[src/rtl/enoc_node_interface.sv]
// Node network interface for the ENoC mesh: buffers local injection traffic toward the
// network and network ejection traffic toward the local sink, with transfer statistics.

module enoc_node_fifo #(
    parameter int  DEPTH  = 4,
    parameter type data_t = logic [31:0]
) (
    input  logic  clk,
    input  logic  reset,
    input  logic  push,
    input  data_t push_data,
    input  logic  pop,
    output data_t head,
    output logic  full,
    output logic  empty
);
    localparam int PTR_W = $clog2(DEPTH);

    data_t            mem [DEPTH];
    logic [PTR_W-1:0] wr_ptr;
    logic [PTR_W-1:0] rd_ptr;
    logic [PTR_W:0]   count;

    // Storage needs no reset; pointers and occupancy alone decide what is valid.
    always_ff @(posedge clk) begin
        if (push) begin
            mem[wr_ptr] <= push_data;
        end
    end

    always_ff @(posedge clk or posedge reset) begin
        if (reset) begin
            wr_ptr <= '0;
            rd_ptr <= '0;
            count  <= '0;
        end else begin
            if (push) begin
                wr_ptr <= wr_ptr + 1'b1;
            end
            if (pop) begin
                rd_ptr <= rd_ptr + 1'b1;
            end
            case ({push, pop})
                2'b10:   count <= count + 1'b1;
                2'b01:   count <= count - 1'b1;
                default: count <= count;
            endcase
        end
    end

    assign head  = mem[rd_ptr];
    assign full  = (count == (PTR_W+1)'(DEPTH));
    assign empty = (count == '0);
endmodule

module enoc_node_interface #(
    parameter int  FIFO_DEPTH = 4,
    parameter int  CNT_W      = 16,
    parameter type packet_t   = logic [31:0]
) (
    input  logic             clk,
    input  logic             reset,
    input  packet_t          i_pkt,
    input  logic             i_pkt_val,
    output logic             o_pkt_rdy,
    output packet_t          o_net_data,
    output logic             o_net_data_val,
    input  logic             i_net_en,
    input  packet_t          i_net_data,
    input  logic             i_net_data_val,
    output logic             o_net_en,
    output packet_t          o_rx_pkt,
    output logic             o_rx_pkt_val,
    input  logic             i_rx_rdy,
    output logic [CNT_W-1:0] o_tx_count,
    output logic [CNT_W-1:0] o_rx_count,
    output logic [CNT_W-1:0] o_stall_count
);
    logic inj_full;
    logic inj_empty;
    logic inj_push;
    logic inj_pop;
    logic ej_full;
    logic ej_empty;
    logic ej_push;
    logic ej_pop;

    // Ready/enable come only from registered occupancy and are forced low during reset.
    assign o_pkt_rdy      = !inj_full && !reset;
    assign o_net_data_val = !inj_empty;
    assign o_net_en       = !ej_full && !reset;
    assign o_rx_pkt_val   = !ej_empty;

    assign inj_push = i_pkt_val && o_pkt_rdy;
    assign inj_pop  = o_net_data_val && i_net_en;
    assign ej_push  = i_net_data_val && o_net_en;
    assign ej_pop   = o_rx_pkt_val && i_rx_rdy;

    enoc_node_fifo #(
        .DEPTH (FIFO_DEPTH),
        .data_t(packet_t)
    ) u_inj_fifo (
        .clk      (clk),
        .reset    (reset),
        .push     (inj_push),
        .push_data(i_pkt),
        .pop      (inj_pop),
        .head     (o_net_data),
        .full     (inj_full),
        .empty    (inj_empty)
    );

    enoc_node_fifo #(
        .DEPTH (FIFO_DEPTH),
        .data_t(packet_t)
    ) u_ej_fifo (
        .clk      (clk),
        .reset    (reset),
        .push     (ej_push),
        .push_data(i_net_data),
        .pop      (ej_pop),
        .head     (o_rx_pkt),
        .full     (ej_full),
        .empty    (ej_empty)
    );

    // Transfer counters wrap; the stall counter saturates so long stalls stay visible.
    always_ff @(posedge clk or posedge reset) begin
        if (reset) begin
            o_tx_count    <= '0;
            o_rx_count    <= '0;
            o_stall_count <= '0;
        end else begin
            if (inj_pop) begin
                o_tx_count <= o_tx_count + 1'b1;
            end
            if (ej_push) begin
                o_rx_count <= o_rx_count + 1'b1;
            end
            if (o_net_data_val && !i_net_en && (o_stall_count != '1)) begin
                o_stall_count <= o_stall_count + 1'b1;
            end
        end
    end
endmodule

[config.mk]
export PLATFORM = sky130hd
export DESIGN_NAME = enoc_node_interface
export DESIGN_NICKNAME = d
export VERILOG_FILES = /design/src/rtl/enoc_node_interface.sv
export SDC_FILE = /design/constraint.sdc
export NUM_CORES = 1
export LEC_CHECK = 0
export ABC_AREA = 1
export CORE_MARGIN = 10
export CORE_UTILIZATION = 56
export CTS_BUF_LIST = sky130_fd_sc_hd__clkbuf_4 sky130_fd_sc_hd__clkbuf_8
export DETAILED_ROUTE_END_ITERATION = 10
export GPL_ROUTABILITY_DRIVEN = 0
export PLACE_DENSITY = 0.91
export SLEW_MARGIN = 20
export SYNTH_ARGS = -nofsm -noshare
export SYNTH_HDL_FRONTEND = slang
export SYNTH_SLANG_ARGS = --single-unit
[constraint.sdc]
create_clock -name clk -period 3.3 [get_ports clk]
set_input_delay 0.66 -clock clk [delete_from_list [all_inputs] [get_ports clk]]
set_output_delay 0.66 -clock clk [all_outputs]
set_load 0.02 [all_outputs]
======== Word level (Yosys, flattened, before mapping) ========
Memories as Yosys holds them, arrays and structs flattened.
Cells that the tools add are included.
cells by class
  add/subtract/negate cells ............... 11
  equality and inequality tests ........... 7
  multiplexer cells ....................... 6
  reduce and logical (&&, ||, !) cells .... 18
operators with widths
  cell                     count
  $add A16 B1 Y16 const B  3
  $ne A16 B16 Y1 const B   1
  $pmux W3 S2              2
  $add A2 B1 Y2 const B    4
  $logic_and A1 B1 Y1      8
  $add A3 B1 Y3 const B    2
  $eq A3 B3 Y1 const B     2
  $logic_not A1 Y1         6
  $logic_not A3 Y1         2
  $sub A3 B1 Y3 const B    2
  $eq A2 B1 Y1 const B     2
  $eq A2 B2 Y1 const B     2
  $mux W1                  4
  $reduce_bool A2 Y1       2
word-level totals
  flip-flop bits (word level) ............. 62
  memory bits (writable) .................. 256
  input bits .............................. 70
  output and inout bits ................... 116
  word-level logic and storage cells ...... 53
  memories kept ........................... 2
memories
  memory          words  bits a word  rd ports  clocked after Yosys merged registers in  write ports  RTL line  RTL
  u_ej_fifo.mem   4      32           1         0                                        1            19        data_t mem [DEPTH];
  u_inj_fifo.mem  4      32           1         0                                        1            19

======== Depth between registers and ports, before layout ========
Gate-level depths: netlist (run 1).
  word-level depth ........................ 6
  depth in mapped cells ................... 10
  gate-level depth less buffers ........... 9

======== Modules after synthesis ========
Synthesis (run 1) repeated with hierarchy kept, for this count alone.
second synthesis, totals
  cells, all modules ...................... 1,164
  area, all modules ....................... 13,526.7 um^2
modules (own cells, without submodules)
  module               instances  cells an instance  area an instance (um^2)  sequential area each (um^2)
  enoc_node_fifo       2          423                5,457.7                  4,018.9
  enoc_node_interface  1          318                2,611.3                  1,201.2

======== Worst setup path before layout (run 1) ========
OpenSTA, ideal clock, no wires.
  path kind ............................... input to register
  start point ............................. input reset
  end point ............................... memory u_ej_fifo.mem[0][0] (netlist bit), enable pin
  setup time .............................. 0.421 ns
  data arrival time ....................... 4.085 ns
  data required time ...................... 2.879 ns
  setup slack ............................. -1.206 ns
  stages .................................. 4
  buffers on the path ..................... 1
  path through ............................ inv_1 -> nand3_1 -> buf_2 -> nor2_1
on the way
  cells in the longest elaborated chain, start to end .. 5
RTL lines
  item                           RTL line  RTL
  start: declaration             62        input logic reset,
  $logic_not A1 Y1 (no line)     n/a
  $logic_and A1 B1 Y1            91        assign o_net_en = !ej_full && !reset;
  $logic_and A1 B1 Y1            96        assign ej_push = i_net_data_val && o_net_en;
  $mux W1                        26        if (push) begin
  $mux W1 (not written as such)  27        mem[wr_ptr] <= push_data;
  end: declaration               19
Every way passes these cells.

==> results of run 1 <==
==> state kept, by name (all words and copies together) (netlist names), 3 cells and up <==
signal            count
u_ej_fifo.mem       128
u_inj_fifo.mem      128
o_rx_count           16
o_stall_count        16
o_tx_count           16
u_ej_fifo.count       3
u_inj_fifo.count      3
==> layer usage <==
layer  vias to the layer above  GRT usage  part of all wire
met1                      4330      0.239              0.39
met3                        56     0.0575             0.083
met2                       330      0.334              0.50
met5                         -          0                 0
met4                         0     0.0703             0.023
li1                       4163          -                 -
==> worst max-delay path, stage by stage, from the launching register on <==
cell and delay, ns:
dfrtp_1 0.58, buf_4 0.35, o21ai_0 0.15, o22ai_1 0.26, clkdlybuf4s50_1 0.66
==> per-stage QoR <==
| step | util | total power, mW | hold WS, ns |
|---|---|---|---|
| 2_1_floorplan | - | 8.17 | 0.446 |
| 3_3_place_gp | 0.669 | 10.4 | 0.463 |
| 3_5_place_dp | 0.669 | 10.6 | 0.471 |
| 4_1_cts | 0.709 | 13.6 | 0.439 |
| 5_1_grt | 0.710 | 14.3 | 0.465 |
| 6_report | 0.710 | 13.5 | 0.467 |
==> power groups by stage <==
| stage | Sequential, mW | Clock (mW) | Combinational [mW] |
|---|---|---|---|
| final | 5.22 | 3.01 | 5.31 |
| after global routing | 5.26 | 3.26 | 5.74 |
| after CTS | 5.20 | 3.07 | 5.35 |
| after detailed placement | 5.27 | 0 | 5.31 |
| after global placement | 5.25 | 0 | 5.18 |
| after floorplan | 5.32 | 0 | 2.85 |
==> kinds of logic (layout without fill, tap and decap cells) <==
family | count (synthesis) | after routing | share of synthesized area
adder cells (fa/ha/maj) | 15 | 15 | 0.0158
other | 0 | 1 | 0
buffers and inverters | 93 | 345 | 0.0287
AND/OR/NAND/NOR | 387 | 387 | 0.123
flip-flops | 318 | 318 | 0.720
AO/OA/AOI/OAI | 212 | 212 | 0.0900
XOR/XNOR | 33 | 33 | 0.0225
==> cell usage after synthesis, types with 2 or more instances <==
master	number
o21ai_0	142
nand3b_1	8
nand3_1	21
dfrtp_1	62
xor2_1	18
nor2_4	2
xnor2_1	15
clkbuf_1	32
nand2_1	151
nor2_1	185
inv_1	50
nand2_2	3
nand4_1	11
o22ai_1	64
a21oi_1	5
ha_1	13
fa_1	2
nor3_1	3
buf_2	9
edfxtp_1	256
==> how the worst min path moves through the flow <==
| stage | end | startpoint | slack (ns) |
|---|---|---|---|
| after floorplan | u_ej_fifo.count[0] | u_ej_fifo.count[0] | 0.45 |
| after global placement | u_ej_fifo.count[0] | u_ej_fifo.count[0] | 0.46 |
| after detailed placement | u_ej_fifo.count[0] | u_ej_fifo.count[0] | 0.47 |
| after CTS | o_rx_count[1] | reset | 0.44 |
| after global routing | u_ej_fifo.count[2] | reset | 0.46 |
| final | o_rx_count[1] | reset | 0.47 |
==> cell type report <==
class	instances	area, sq um	share of cell area
Antenna cell	1	2.50	0.000156
Clock inverter	27	161	0.0101
Tap cell	285	357	0.0223
Multi-Input combinational cell	647	3250	0.203
Timing Repair Buffer	207	2070	0.129
Sequential cell	318	9240	0.577
Clock buffer	60	744	0.0465
Inverter	51	199	0.0124
==> timing repair <==
| item | in CTS | in global routing |
|---|---|---|
| gates resized for setup | 0 | 3 |
| hold buffers | 0 | 0 |
| setup endpoints to repair | 0 | 25 |
==> placed cells by master, fill, tap and decap left out, types with 3 or more instances in the layout <==
| master | n |
|---|---|
| nand2_2 | 3 |
| clkinv_2 | 6 |
| buf_12 | 4 |
| clkbuf_4 | 13 |
| buf_4 | 17 |
| ha_1 | 13 |
| nor2_1 | 177 |
| o21ai_0 | 142 |
| dfrtp_1 | 60 |
| edfxtp_1 | 256 |
| nand3b_1 | 8 |
| a21oi_1 | 5 |
| clkinv_1 | 15 |
| nand3_1 | 20 |
| xnor2_1 | 15 |
| nand4_1 | 11 |
| nand2_1 | 151 |
| o22ai_1 | 64 |
| inv_1 | 48 |
| nor3_1 | 3 |
| clkbuf_8 | 47 |
| nor2_2 | 9 |
| clkdlybuf4s50_1 | 185 |
| xor2_1 | 18 |
| clkinvlp_4 | 5 |
==> impl_metrics.toml, run 1 <==
[timing]
fmax_mhz = 313
max-slew-margin-rel = 0.505
layout_min_cycle_time_ns = 3.19
skew_ns = 0.0215
finalMaxSlewViolations = 0
final.setup.tns_ns = 0
worstMarginPinSlew_ns = 0.739
setup_viol = 0
rsz0062_at_grt = "no"
finalWorstSetupSlack_ns = 0.107
hold_viol_final = 0
finalCritPeriodShare = 0.968

[yosys]
syn_nets = 1143
ys_types = 26
ys_seq_area_frac = 0.720
async_reset_ff_frac = 0.195
synth_cells = 1058
synth.avg_cell_area_sq_um = 12.1
yosys_warnings = 0
ys.flop_type = "edfxtp_1"
synthTopCellsByArea = "edfxtp_1 (60%), dfrtp_1 (12%), o21ai_0 (5.5%)"
syn_area_sq_um = 12800
synth_top_area_share = 0.599
synth_edf_count = 256
synth_seq_cells = 318
yosysTopAreaCell = "edfxtp_1"

[route]
vias = 8879
initialDrtViolationCount = 690
wl_per_cell_um = 18.6
ant_nets = 0
drc_errors = 0
drt-pass1-iter-count = 5
wirelength_mm = 29.7
vias_per_cell = 5.56

[worst_setup_path]
startpoint = "u_ej_fifo.rd_ptr[1]"
crit_end = "o_rx_pkt[16]"
r2r_slack_ns = 1.10
worstReg2RegEnd = "u_inj_fifo.count[2]"
worstSetupStartpointType = "register"
critPathArrivalTime_ns = 2.53
cp_max_fo = 24
worstReg2RegStart = "u_inj_fifo.count[0]"
cp-end-kind = "primary output"
reg2regPathDepth = 9
required_ns = 2.64
critPathKind = "register to primary output"

[finish]
fin_cells = 1596
final_layout_size_suffix_gt1_frac = 0.0885
n_fill_cell = 1489
area_growth_syn_to_layout_pct = 24.9
fin_nets = 1357
finish.instance_area_sq_um = 16000

[floorplanning]
coreArea_sq_um = 22600
die_area_sq_um = 29400
start_util = 0.568
die_width_um = 171
num_rows = 55
die_h_um = 171
io_pins = 186

[cts]
htree_levels = 2
clk_pin_slew_ns = 0.06
cts_buffers = 47
cts_tree = "built"
clock-sinks = 318
post-cts-setup-buffers = 0
clock_tree.buffer_depth = 3
cts_root_buffer = "clkbuf_8"
clk_latency_ns = 0.55

[grt]
grt_usage = 0.198
antenna_found_initial = 1
grt_max_degree = 67
grt_pass1_wl_mm = 46.1
gr-total-overflow = 0
grt_pass1_vias = 8831

[placed_design]
dpl.hpwl_mm = 18.9
dp_slack_ns = 0.469
dpl_cell_area_sq_um = 15100
dp.cells = 1508
numPortBuffers = 185

[pwr]
p_sw_mw = 4.94
clockPowerShare = 0.222
seqPwrFrac = 0.385
p_per_area_nw_per_um2 = 845
p_leak_nw = 5.77
p_int_mw = 8.60
vdd_drop_max_uv = 530
p_sw_frac = 0.365
p_comb_frac = 0.392

[outcome]
outcome = "completed"

[min_path]
hold_class = "primary input to asynchronous set/reset pin"

[job]
cap_violations = 0
Power figures use the tool's default switching activity.
==> inputs of run 2 (changes only) <==
--- a/config.mk
+++ b/config.mk
@@ -11,7 +11,7 @@
 export CTS_BUF_LIST = sky130_fd_sc_hd__clkbuf_4 sky130_fd_sc_hd__clkbuf_8
 export DETAILED_ROUTE_END_ITERATION = 10
 export GPL_ROUTABILITY_DRIVEN = 0
-export PLACE_DENSITY = 0.91
+export PLACE_DENSITY = 0.82
 export SLEW_MARGIN = 20
 export SYNTH_ARGS = -nofsm -noshare
 export SYNTH_HDL_FRONTEND = slang
==> impl_metrics.toml, run 2 (synthesized netlist as in run 1, its figures left out) <==
[finish]
fin_nets = 1360
area_growth_syn_to_layout_pct = 25.4
layout_commonest_cell = "edfxtp_1"
reg_top3 = "u_ej_fifo.mem x128, u_inj_fifo.mem x128"
n_fill_cell = 1604
antenna_cells = 0
final_layout_size_suffix_gt1_frac = 0.0942
final_cell_mix = "edfxtp_1 (256), clkdlybuf4s50_1 (185), nor2_1 (177)"

[timing]
rsz0062_at_grt = "no"
setup_viol = 0
layout_min_cycle_time_ns = 3.14
finalWorstSetupSlack_ns = 0.163
finalCritPeriodShare = 0.951
worstMarginPinSlew_ns = 0.775
hold_viol_final = 0
finalMaxSlewViolations = 0
max-slew-margin-rel = 0.483
final.setup.tns_ns = 0
fmax_mhz = 319
skew_ns = 0.0254

[placed_design]
numPortBuffers = 185
dpl.hpwl_mm = 19.0
dp_slack_ns = 0.468

[cts]
clock_tree.buffer_depth = 3
cts_buffers = 49
cts_root_buffer = "clkbuf_8"
clock-sinks = 318
htree_levels = 2
clk_latency_ns = 0.56
clk_pin_slew_ns = 0.06
cts_tree = "built"
post-cts-setup-buffers = 0

[worst_setup_path]
critPathBufInv = 3
worstSetupStartpointType = "register"
cp_max_fo = 64
slowest_stage = "clkdlybuf4s50_1"
critPathArrivalTime_ns = 2.48
critPathKind = "register to primary output"
cp-end-kind = "primary output"
crit_chain = "clkinv_1, buf_12, o21ai_0, o22ai_1, clkdlybuf4s50_1"
max_stage_delay_ns = 0.67
crit_family = "buffers and inverters"
required_ns = 2.64

[min_path]
hold_class = "primary input to asynchronous set/reset pin"

[floorplanning]
coreArea_sq_um = 22600
die_h_um = 171
io_pins = 186
start_util = 0.568
num_rows = 55
die_area_sq_um = 29400
die_width_um = 171

[grt]
grt_usage = 0.197
grt_max_degree = 65
antenna_found_initial = 0
grt_pass1_wl_mm = 45.9
gr-total-overflow = 0
grt_pass1_vias = 8879

[route]
drt-pass1-iter-count = 4
drc_errors = 0
wirelength_mm = 29.2
ant_nets = 0
initialDrtViolationCount = 719
wl_per_cell_um = 18.3
vias_per_cell = 5.47
vias = 8756

[pwr]
p_per_area_nw_per_um2 = 852
p_leak_nw = 5.83
total_power_mw = 13.7
vdd_drop_max_uv = 631

[outcome]
outcome = "completed"

[job]
cap_violations = 0
==> run 2: changes by cell type in the layout (fill, tap and decap cells not counted), moves of 2 or more <==
cell and change:
clkbuf_4 +10, clkbuf_8 +4, clkinvlp_4 -4, clkinv_2 -3, buf_4 +2, clkinv_1 -2
==> run 2: area by class of cell <==
type,count,area (sq um),area share
multi-input cells,647,3250,0.202
well taps,285,357,0.0222
repair buffers,208,2070,0.128
flip-flops and latches,318,9240,0.574
clock inverters,18,110,0.00684
inverters,51,195,0.0121
clock buffers,74,875,0.0544
==> run 2: worst paths after layout <==
path | endpoint | slack [ns] | depth (start not counted) | start
min in group clk | u_ej_fifo.count[0] | 0.47 | 1 | u_ej_fifo.count[0]
max in group asynchronous | u_ej_fifo.rd_ptr[0] | 1.82 | 3 | reset
worst min register to register | u_ej_fifo.count[0] | 0.47 | 1 | u_ej_fifo.count[0]
worst max register to register | u_inj_fifo.count[2] | 1.09 | 9 | u_inj_fifo.count[0]
worst max-delay path | o_rx_pkt[8] | 0.16 | 5 | u_ej_fifo.rd_ptr[0]
worst min-delay path | u_ej_fifo.count[2] | 0.47 | 2 | reset
==> run 2: stage by stage <==
| step | utilization | cells | hold slack (ns) | cell area [sq um] |
|---|---|---|---|---|
| after floorplan | - | 1058 | 0.446 | 12800 |
| after global placement | 0.669 | 1509 | 0.463 | 15100 |
| after detailed placement | 0.669 | 1509 | 0.464 | 15100 |
| after CTS | 0.713 | 1601 | 0.413 | 16100 |
| after global routing | 0.713 | 1601 | 0.419 | 16100 |
| final | 0.713 | 1601 | 0.465 | 16100 |
==> run 2: power by group <==
group	internal (mW)	switching [mW]	leakage, nW
clock	1.78	1.44	0.528
combinational	2.12	3.14	2.18
sequential	4.89	0.332	3.12
==> run 2: routing by layer <==
metal	track usage	wire (um)
met1	0.241	11600
met4	0.0582	552
met5	0	0
met3	0.0651	2680
met2	0.327	14500
==> run 2: repair_timing <==
item | 4_1_cts | 5_1_grt
gates resized for setup | 0 | 2
hold endpoints to repair | 0 | 0
hold buffers | 0 | 0
endpoints found under the setup margin | 0 | 25
==> inputs of run 3 (changes only) <==
--- a/config.mk
+++ b/config.mk
@@ -7,11 +7,12 @@
 export LEC_CHECK = 0
 export ABC_AREA = 1
 export CORE_MARGIN = 10
-export CORE_UTILIZATION = 56
+export CORE_UTILIZATION = 65
 export CTS_BUF_LIST = sky130_fd_sc_hd__clkbuf_4 sky130_fd_sc_hd__clkbuf_8
 export DETAILED_ROUTE_END_ITERATION = 10
+export DONT_BUFFER_PORTS = 1
 export GPL_ROUTABILITY_DRIVEN = 0
-export PLACE_DENSITY = 0.82
+export PLACE_DENSITY = 0.81
 export SLEW_MARGIN = 20
 export SYNTH_ARGS = -nofsm -noshare
 export SYNTH_HDL_FRONTEND = slang
==> impl_metrics.toml, run 3 (synthesized netlist as in run 1, its figures left out) <==
[timing]
finalWorstSetupSlack_ns = 0.473
hold_viol_final = 0
setup_viol = 0
rsz0062_at_grt = "no"
layout_min_cycle_time_ns = 2.83
max-slew-margin-rel = 0.487
final.setup.tns_ns = 0
fmax_mhz = 354
finalCritPeriodShare = 0.857
finalMaxSlewViolations = 0
fin_hold_ws_ns = 0.194
skew_ns = 0.0238
worstMarginPinSlew_ns = 0.769

[grt]
grt_pass1_wl_mm = 40.4
met3_usage = 0.0844
grt_pass1_vias = 7613
busiest_layer = "met2"
grt_max_degree = 67
gr-total-overflow = 0
grt_usage = 0.197
met2_usage = 0.312
antenna_found_initial = 0
use_met1 = 0.232

[pwr]
p_sw_mw = 4.60
p_sw_frac = 0.374
p_leak_nw = 5.11
p_int_mw = 7.71
clockPowerShare = 0.272
p_per_area_nw_per_um2 = 867
vdd_drop_max_uv = 473
p_comb_frac = 0.294
seqPwrFrac = 0.434

[worst_setup_path]
slowest_stage = "o22ai_1"
worstReg2RegStart = "u_inj_fifo.count[0]"
crit_family = "compound AO/OA/AOI/OAI gates"
required_ns = 2.64
critPathKind = "register to primary output"
cp-end-kind = "primary output"
startpoint = "u_ej_fifo.rd_ptr[0]"
critPathBufInv = 2
max_stage_delay_ns = 0.50
worstSetupStartpointType = "register"
critPathArrivalTime_ns = 2.17
crit_chain = "clkinv_1, buf_4, o21ai_0, o22ai_1"
cp_max_fo = 64

[finish]
final_layout_size_suffix_gt1_frac = 0.105
reg_top3 = "u_ej_fifo.mem x128, u_inj_fifo.mem x128"
fin_cells = 1387
finish.instance_area_sq_um = 14200
layout_commonest_cell = "edfxtp_1"
antenna_cells = 0
final_cell_mix = "edfxtp_1 (256), nor2_1 (177), nand2_1 (151)"
fin_nets = 1169
area_growth_syn_to_layout_pct = 10.7
n_fill_cell = 1262

[route]
ant_nets = 0
drt-pass1-iter-count = 5
wl_per_cell_um = 18.7
drc_errors = 0
vias = 7866
initialDrtViolationCount = 519
vias_per_cell = 5.67
wirelength_mm = 26.0

[placed_design]
dpl.hpwl_mm = 16.3
dp.cells = 1299
numPortBuffers = 0
dp_slack_ns = 0.770
dpl_cell_area_sq_um = 13200

[cts]
post-cts-setup-buffers = 0
htree_levels = 2
clock_tree.buffer_depth = 3
cts_tree = "built"
cts_buffers = 48
cts_root_buffer = "clkbuf_8"
cts_resized = 0
clk_pin_slew_ns = 0.06
clk_latency_ns = 0.55
clock-sinks = 318
holdBufCountCts = 0

[floorplanning]
die_area_sq_um = 25800
coreArea_sq_um = 19500
num_rows = 51
io_pins = 186
start_util = 0.659
die_h_um = 160
die_width_um = 160

[min_path]
hp-start = "i_net_data[13]"
hold_class = "primary input to register"

[job]
cap_violations = 0

[outcome]
outcome = "completed"
## run 3: cell types whose count changed in the layout (fill, tap and decap cells not counted), moves of 2 or more
cell and change:
buf_4 -2, clkdlybuf4s50_1 -185, buf_12 -2, clkbuf_4 -3, clkinv_1 -3, bufinv_16 +2, clkbuf_8 +3
## run 3: worst paths after layout
path / endpoint / slack (ns) / cells after the start
hold reg to reg: u_ej_fifo.count[0] / 0.48 / 1
min in group asynchronous: o_stall_count[11] / 0.28 / 2
max in group asynchronous: u_ej_fifo.rd_ptr[0] / 2.47 / 2
setup / recovery: o_rx_pkt[3] / 0.47 / 4
setup reg to reg: u_inj_fifo.count[2] / 0.99 / 9
hold / removal: u_ej_fifo.mem[1][13] / 0.19 / 0
## run 3: metrics by stage
step	total power, mW	util
finish	12.3	0.729
global placement	8.94	0.676
detailed placement	9.08	0.676
CTS	12.4	0.729
floorplan	8.17	-
global route	13.0	0.729
## run 3: layout make-up
| cell class | instances | area (sq um) | area share |
|---|---|---|---|
| multi-input cells | 647 | 3250 | 0.229 |
| clock inverters | 14 | 139 | 0.00978 |
| well taps | 265 | 332 | 0.0234 |
| clock buffers | 74 | 893 | 0.0629 |
| inverters | 51 | 195 | 0.0138 |
| flip-flops and latches | 318 | 9240 | 0.651 |
| repair buffers | 18 | 148 | 0.0104 |
## run 3: power by group through the flow
stage	clock [mW]	combinational, mW	sequential, mW
after floorplan	0	2.85	5.32
after global placement	0	3.55	5.39
after detailed placement	0	3.67	5.41
after CTS	3.41	3.67	5.34
after global routing	3.62	3.98	5.39
final	3.35	3.62	5.34
## run 3: per-layer routing
layer / vias to the layer above / share of wire
li1: 3775 / -
met1: 3758 / 0.38
met2: 293 / 0.48
met3: 40 / 0.11
met4: 0 / 0.029
met5: - / 0
